==> src/rtl/brq_fp_wb_arbiter.sv <==
// FP write-back arbiter. It merges FPU results and LSU FP-load data onto the
// single write port of the FP register file. Arbitration is round-robin and
// the write port is registered. A per-register pending scoreboard lets the
// issue stage stall on read-after-write hazards.
module brq_fp_wb_arbiter #(
  parameter int DataWidth = 32,
  parameter int NumRegs   = 32
) (
  input  logic                 clk_i,
  input  logic                 rst_i,
  input  logic                 fpu_valid_i,
  output logic                 fpu_ready_o,
  input  logic [4:0]           fpu_rd_i,
  input  logic [DataWidth-1:0] fpu_wdata_i,
  input  logic                 lsu_valid_i,
  output logic                 lsu_ready_o,
  input  logic [4:0]           lsu_rd_i,
  input  logic [DataWidth-1:0] lsu_wdata_i,
  input  logic                 issue_valid_i,
  input  logic [4:0]           issue_rd_i,
  input  logic [2:0][4:0]      rs_addr_i,
  input  logic [2:0]           rs_used_i,
  output logic                 hazard_o,
  output logic [4:0]           waddr_a_o,
  output logic [DataWidth-1:0] wdata_a_o,
  output logic                 we_a_o,
  output logic [NumRegs-1:0]   pending_o
);

  // rr_q == 0 means the FPU wins the next contended cycle.
  logic               rr_q;
  logic [NumRegs-1:0] pending_q;
  logic [NumRegs-1:0] pending_d;
  logic [NumRegs-1:0] set_vec;
  logic [NumRegs-1:0] clr_vec;
  logic               fpu_grant;
  logic               lsu_grant;

  // Grant decode: a lone requester always wins, and rr_q settles a tie.
  // Reset masks both grants, so nothing is accepted while rst_i is high.
  always_comb begin
    fpu_grant = 1'b0;
    lsu_grant = 1'b0;
    if (!rst_i) begin
      fpu_grant = fpu_valid_i & (~lsu_valid_i | ~rr_q);
      lsu_grant = lsu_valid_i & (~fpu_valid_i |  rr_q);
    end
  end

  assign fpu_ready_o = fpu_grant;
  assign lsu_ready_o = lsu_grant;

  // Round-robin pointer: after any grant, the other source gets priority.
  always_ff @(posedge clk_i) begin
    if (rst_i) begin
      rr_q <= 1'b0;
    end else if (fpu_grant) begin
      rr_q <= 1'b1;
    end else if (lsu_grant) begin
      rr_q <= 1'b0;
    end
  end

  // Registered write port. Address and data hold when no transfer occurs.
  always_ff @(posedge clk_i) begin
    if (rst_i) begin
      we_a_o    <= 1'b0;
      waddr_a_o <= '0;
      wdata_a_o <= '0;
    end else begin
      we_a_o <= fpu_grant | lsu_grant;
      if (fpu_grant) begin
        waddr_a_o <= fpu_rd_i;
        wdata_a_o <= fpu_wdata_i;
      end else if (lsu_grant) begin
        waddr_a_o <= lsu_rd_i;
        wdata_a_o <= lsu_wdata_i;
      end
    end
  end

  // Scoreboard update: clear on a register file write, set on issue.
  // Set is applied last, so it wins when both hit the same register.
  always_comb begin
    set_vec = '0;
    clr_vec = '0;
    for (int i = 0; i < NumRegs; i++) begin
      set_vec[i] = issue_valid_i & (issue_rd_i == 5'(i));
      clr_vec[i] = we_a_o & (waddr_a_o == 5'(i));
    end
    pending_d = (pending_q & ~clr_vec) | set_vec;
  end

  // Scoreboard state register.
  always_ff @(posedge clk_i) begin
    if (rst_i) begin
      pending_q <= '0;
    end else begin
      pending_q <= pending_d;
    end
  end

  // Hazard check reads only registered state, so there is no write bypass.
  // A consumer is released the cycle after the write, when the file holds it.
  always_comb begin
    hazard_o = 1'b0;
    if (!rst_i) begin
      for (int k = 0; k < 3; k++) begin
        if (rs_used_i[k] && pending_q[rs_addr_i[k]]) begin
          hazard_o = 1'b1;
        end
      end
    end
  end

  assign pending_o = pending_q;

endmodule

==> config.mk <==
export PLATFORM = sky130hd
export DESIGN_NAME = brq_fp_wb_arbiter
export DESIGN_NICKNAME = d
export VERILOG_FILES = /design/src/rtl/brq_fp_wb_arbiter.sv
export SDC_FILE = /design/constraint.sdc
export NUM_CORES = 1
export LEC_CHECK = 0
export ABC_AREA = 1
export CAP_MARGIN = 10
export CORE_ASPECT_RATIO = 1.75
export CORE_UTILIZATION = 45
export DETAILED_ROUTE_END_ITERATION = 10
export PLACE_DENSITY = 0.82
export RECOVER_POWER = 50
export SETUP_SLACK_MARGIN = 0.5
export SYNTH_ARGS = -nofsm -noshare
export SYNTH_HDL_FRONTEND = slang
export SYNTH_SLANG_ARGS = --single-unit
==> constraint.sdc <==
create_clock -name clk_i -period 2.2 [get_ports clk_i]
set_input_delay 0.22 -clock clk_i [delete_from_list [all_inputs] [get_ports clk_i]]
set_output_delay 0.22 -clock clk_i [all_outputs]
set_load 0.02 [all_outputs]
=== Yosys cells after proc, flatten, opt, wreduce, memory -nomap -nowiden ===
Index checks and enable logic that the tools add are counted.

* $lt $le $gt $ge: 3
* Equality and inequality tests: 62
* Muxes and demuxes: 18
* Bitwise operators: 75
* Reductions and logical operators: 6

{| class="wikitable"
|+ Operator list
! cell !! number
|-
| $eq A5 B5 Y1 const B || 32
|-
| $eq A5 B4 Y1 const B || 16
|-
| $and A1 B1 Y1 || 66
|-
| $mux W32 || 2
|-
| $eq A5 B3 Y1 const B || 8
|-
| $and A32 B32 Y32 || 1
|-
| $not A32 Y32 || 1
|-
| $or A32 B32 Y32 || 1
|-
| $eq A5 B2 Y1 const B || 4
|-
| $lt A5 B6 Y1 const B || 3
|-
| $bmux W1 S5 || 3
|-
| $mux W1 || 11
|-
| $eq A5 B1 Y1 const B || 2
|-
| $logic_not A5 Y1 || 2
|-
| $mux W5 || 2
|-
| $logic_and A1 B1 Y1 || 3
|-
| $not A1 Y1 || 3
|-
| $or A1 B1 Y1 || 3
|-
| $reduce_bool A2 Y1 || 1
|}

* Bits in registers: 71
* Logic and storage cells: 169

=== Logic depth before layout (Yosys ltp) ===
* Depth after elaboration: 7
* Gate-level depth with buffers: 13
* Mapped depth without buffers: 11

=== Least setup slack after synthesis ===
Ideal clock, no wire load.

* Kind: input port to output port
* Start point: in rs_addr_i[10] in the netlist's numbering
* End point: out hazard_o
* Data arrival time: 1.231 ns
* Slack: 0.749 ns
* Cell stages on the path: 13
* Path buffers: 2
* Path through: buf_4 > inv_2 > buf_6 > nand2_1 > nand3_1 > nand3_1 > nand2_1 > nand2_1 > nand3_1 > nand3_1 > nand3_1 > nand2_1 > inv_1

* Word-level cells in the longest chain between the ends: 5

{| class="wikitable"
|+ Ends and longest elaborated chain
! element !! line !! source
|-
| start, declared || 21 || <nowiki>input logic [2:0][4:0] rs_addr_i,</nowiki>
|-
| $bmux W1 S5 || 109 || <nowiki>if (rs_used_i[k] && pending_q[rs_addr_i[k]]) begin</nowiki>
|-
| $mux W1 (not written as such) || 109 ||
|-
| $logic_and A1 B1 Y1 || 109 ||
|-
| $mux W1 || 109 ||
|-
| $mux W1 || 107 || <nowiki>if (!rst_i) begin</nowiki>
|-
| end, declared || 23 || <nowiki>output logic hazard_o,</nowiki>
|}

Every way passes these cells. The select of a mux whose other input is x is not followed.

=== Worst setup path in the final report ===
* Start point: reg pending_q[17] (netlist: pending_o[17])
* End point: out hazard_o

* Word-level cells in the longest chain between the ends: 7
* Elaborated cells between the ends (all ways): 13

{| class="wikitable"
|+ Ends and longest elaborated chain
! element !! line !! source
|-
| start, declared || 32 || <nowiki>logic [NumRegs-1:0] pending_q;</nowiki>
|-
| start signal, assigned || 99 || <nowiki>pending_q <= pending_d;</nowiki>
|-
| $bmux W1 S5 || 109 ||
|-
| $mux W1 (not written as such) || 109 ||
|-
| $logic_and A1 B1 Y1 || 109 ||
|-
| $mux W1 (2 in series) || 109 ||
|-
| $mux W1 * || 109 ||
|-
| $mux W1 * || 107 ||
|}

Every way passes the cells marked *; elsewhere a longest branch is shown, timed or not. The select of a mux whose other input is x is not followed.

==> flow_summary.ini <==
[yosys]
avgSynthCellArea_um2 = 6.48
synth_cells = 686
syn_area_um2 = 4450
ys_types = 18
ys_seq_elements = 71
seq_area_frac_synth_pct = 32.0
ys_warn_count = 0
syn_nets = 788

[die]
ioPinCount = 175
rows = 47
initial_utilization_pct = 46.7
placeableCoreArea_um2 = 9530
die_y_um = 134
die_w_um = 77.2
die-area_um2 = 10300

[sta]
post-route-period-util_pct = 84.5
period_needed_ps = 1860
slew-limit-headroom_pct = 56.8
hold_viol_final = 0
fin_skew_ps = 8.27
fmax_mhz = 538
worst_pin_slew_ps = 648
finalWorstSetupSlack_ps = 340
maxSlewViolCount = 0
setup_viol = 0
rsz0062_at_grt = true

[place]
dpl.hpwl_um = 12300
io_buffers = 174
globalplace.congestion = 0.982
place_ws_ps = -459

[global_routing]
antenna_found_initial = 0
grt-ovfl-total = 0
grt_pass1_wl_um = 25800
grt_usage_pct = 31.8
grt_pass1_vias = 5334
grt_max_degree = 40

[layout]
multi_input_area_um2 = 2570
layout.nets = 991
final_layout_size_suffix_gt1_share_pct = 22.4
areaGrowthSynthToFinish_pct = 60.3
seq_area_um2 = 1490
fill_cells = 769
antenna_cells = 0

[routing]
wirelength_um = 16600
vias_per_cell = 5.49
drt-pass1-iter-count = 7
routedWlPerCell_um = 16.3
ant_nets = 0
initialDrtViolationCount = 463
drc = 0
vias = 5577

[setup_path]
crit_path_end_kind = output port
r2r_cells = 9
worstSetupStartpoint = pending_o[17]$_SDFF_PP0_
endpoint = hazard_o
crit_type = flip-flop to output port
reg2reg_from = rr_q$_SDFFE_PP0P_
r2r-end = wdata_a_o[9]$_SDFFE_PP0P_
critical_path_arrival_ps = 1640
worstPathMaxFanout = 4
cp.required_ps = 1980
start_kind = flip-flop
regToRegSetupSlack_ps = 470

[power]
leakagePower_nw = 3.18
comb_power_share_pct = 24.9
clkPwrFrac_pct = 40.0
power.density_nw_per_um2 = 562
ir_worst_vdd_mv = 0.547
power.share.switching_pct = 29.6
finalPower_mw = 4.01
intPower_mw = 2.82
switchingPower_mw = 1.18
seqPwrFrac_pct = 35.1

[cts]
clockRootBuffer = clkbuf_16
numCtsBuffers = 9
clock_path_buffers = 2
htreeDepth = 3
insertion_delay_ps = 340
numClockSinks = 71
path_clk_slew_ps = 60
cts_tree = yes

[status]
status = finished clean

[run]
maxCapViolCount = 0

[worst_hold_path]
hold_path_depth = 2
hold_path_class = flip-flop to flip-flop
-- flip-flops by register name, indices dropped and copies added, names as in the netlist --
| signal | flops |
|---|---|
| wdata_a_o | 32 |
| pending_o | 32 |
| rr_q | 1 |
| waddr_a_o | 5 |
| we_a_o | 1 |
-- synthesized netlist by cell type --
library cell  number  area share, %
nand3_1           98             11
nand3_2           20            4.5
nand2_1          258             22
a211oi_1           1           0.17
dfxtp_1           71             32
inv_1             44            3.7
nor3_4             1           0.37
o211ai_1          15            2.5
a21oi_2            1           0.20
buf_2             14            1.6
a21oi_1           33            3.7
clkbuf_1           9           0.76
o211ai_2          22            6.2
inv_2             27            2.3
nor2_1            24            2.0
buf_4              5           0.84
o21ai_0           32            3.6
buf_6             11            2.8
-- worst min path at each step --
| stage | from | to |
|---|---|---|
| final | wdata_a_o[12]$_SDFFE_PP0P_ | wdata_a_o[12]$_SDFFE_PP0P_ |
| after detailed placement | wdata_a_o[20]$_SDFFE_PP0P_ | wdata_a_o[20]$_SDFFE_PP0P_ |
| after global routing | wdata_a_o[6]$_SDFFE_PP0P_ | wdata_a_o[6]$_SDFFE_PP0P_ |
| after CTS | pending_o[27]$_SDFF_PP0_ | pending_o[27]$_SDFF_PP0_ |
| after global placement | wdata_a_o[12]$_SDFFE_PP0P_ | wdata_a_o[12]$_SDFFE_PP0P_ |
| after floorplan | fpu_valid_i | rr_q$_SDFFE_PP0P_ |
-- worst max-delay path, cell delays in order, from the launching register on --
cell and delay (ps):
dfxtp_4 360, buf_6 130, nand2_2 50, nand3_2 80, nand3_2 90, nand2_1 50
nand2_1 70, nand3_2 80, nand3_2 80, nand3_2 80, nand2_1 70, inv_1 50
buf_6 120
-- final cells by class --
cell class	count	area share [%]
Clock buffer	9	3.16
Clock inverter	7	1.47
Inverter	71	3.91
Multi-Input combinational cell	505	36.1
Sequential cell	71	20.8
Tap cell	122	2.14
Timing Repair Buffer	231	32.4
-- kinds of logic (layout without fill, tap and decap cells) --
kind of cell | Yosys count | count (layout) | share of synthesized area [%]
buf+inv | 110 | 318 | 12.0
simple gates | 401 | 401 | 39.7
flops | 71 | 71 | 32.0
compound gates | 104 | 104 | 16.4
-- repair_timing --
item,4_1_cts,5_1_grt
hold buffers,0,0
endpoints found under the hold margin,0,0
setup endpoints to repair,10,13
gates resized for setup,64,47
cloned,0,2
pin swaps,11,23
buffers inserted,5,4
-- metrics by stage --
step,hold slack (ps),utilization [%],cells,instance area (um2),TNS [ps]
after floorplan,390,-,686,4450,0
after global placement,479,68.1,989,6480,-377
after detailed placement,487,68.1,989,6480,-459
after CTS,498,72.8,1010,6930,0
after global routing,518,74.9,1016,7130,0
final,491,74.9,1016,7130,0
-- cells in the final DEF, fill, tap and decap left out, types with 2 or more instances in the layout --
cell type and count:
a21oi_1 32, a21oi_2 2, buf_12 5, buf_4 33, buf_6 17, bufinv_16 2
clkbuf_16 11, clkbuf_2 2, clkdlybuf4s50_1 125, clkinv_4 3, dfxtp_1 41, dfxtp_2 19
dfxtp_4 11, dlygate4sd2_1 7, dlygate4sd3_1 37, inv_1 41, inv_2 26, inv_4 3
nand2_1 254, nand2_2 4, nand3_1 83, nand3_2 35, nor2_1 24, o211ai_1 15
o211ai_2 22, o21ai_0 32
-- power by group through the flow --
stage	Clock [mW]	Combinational (mW)	Sequential (mW)
final	1.60	0.997	1.41
after global routing	1.68	1.07	1.42
after CTS	1.62	0.976	1.42
after detailed placement	0	0.965	1.45
after global placement	0	0.948	1.44
after floorplan	0	0.432	1.53
-- routing by layer --
layer  GRT usage [%]  vias to the layer above  routed length [um]  share of wire (%)
met5               0                        -                   0                  0
met4            22.1                        0                1070                6.5
met3            6.78                       64                1330                8.0
met2            57.0                      328                8650                 52
met1            32.2                     2547                5540                 33
li1                -                     2638                   -                  -
(Power assumes the default switching activity.)
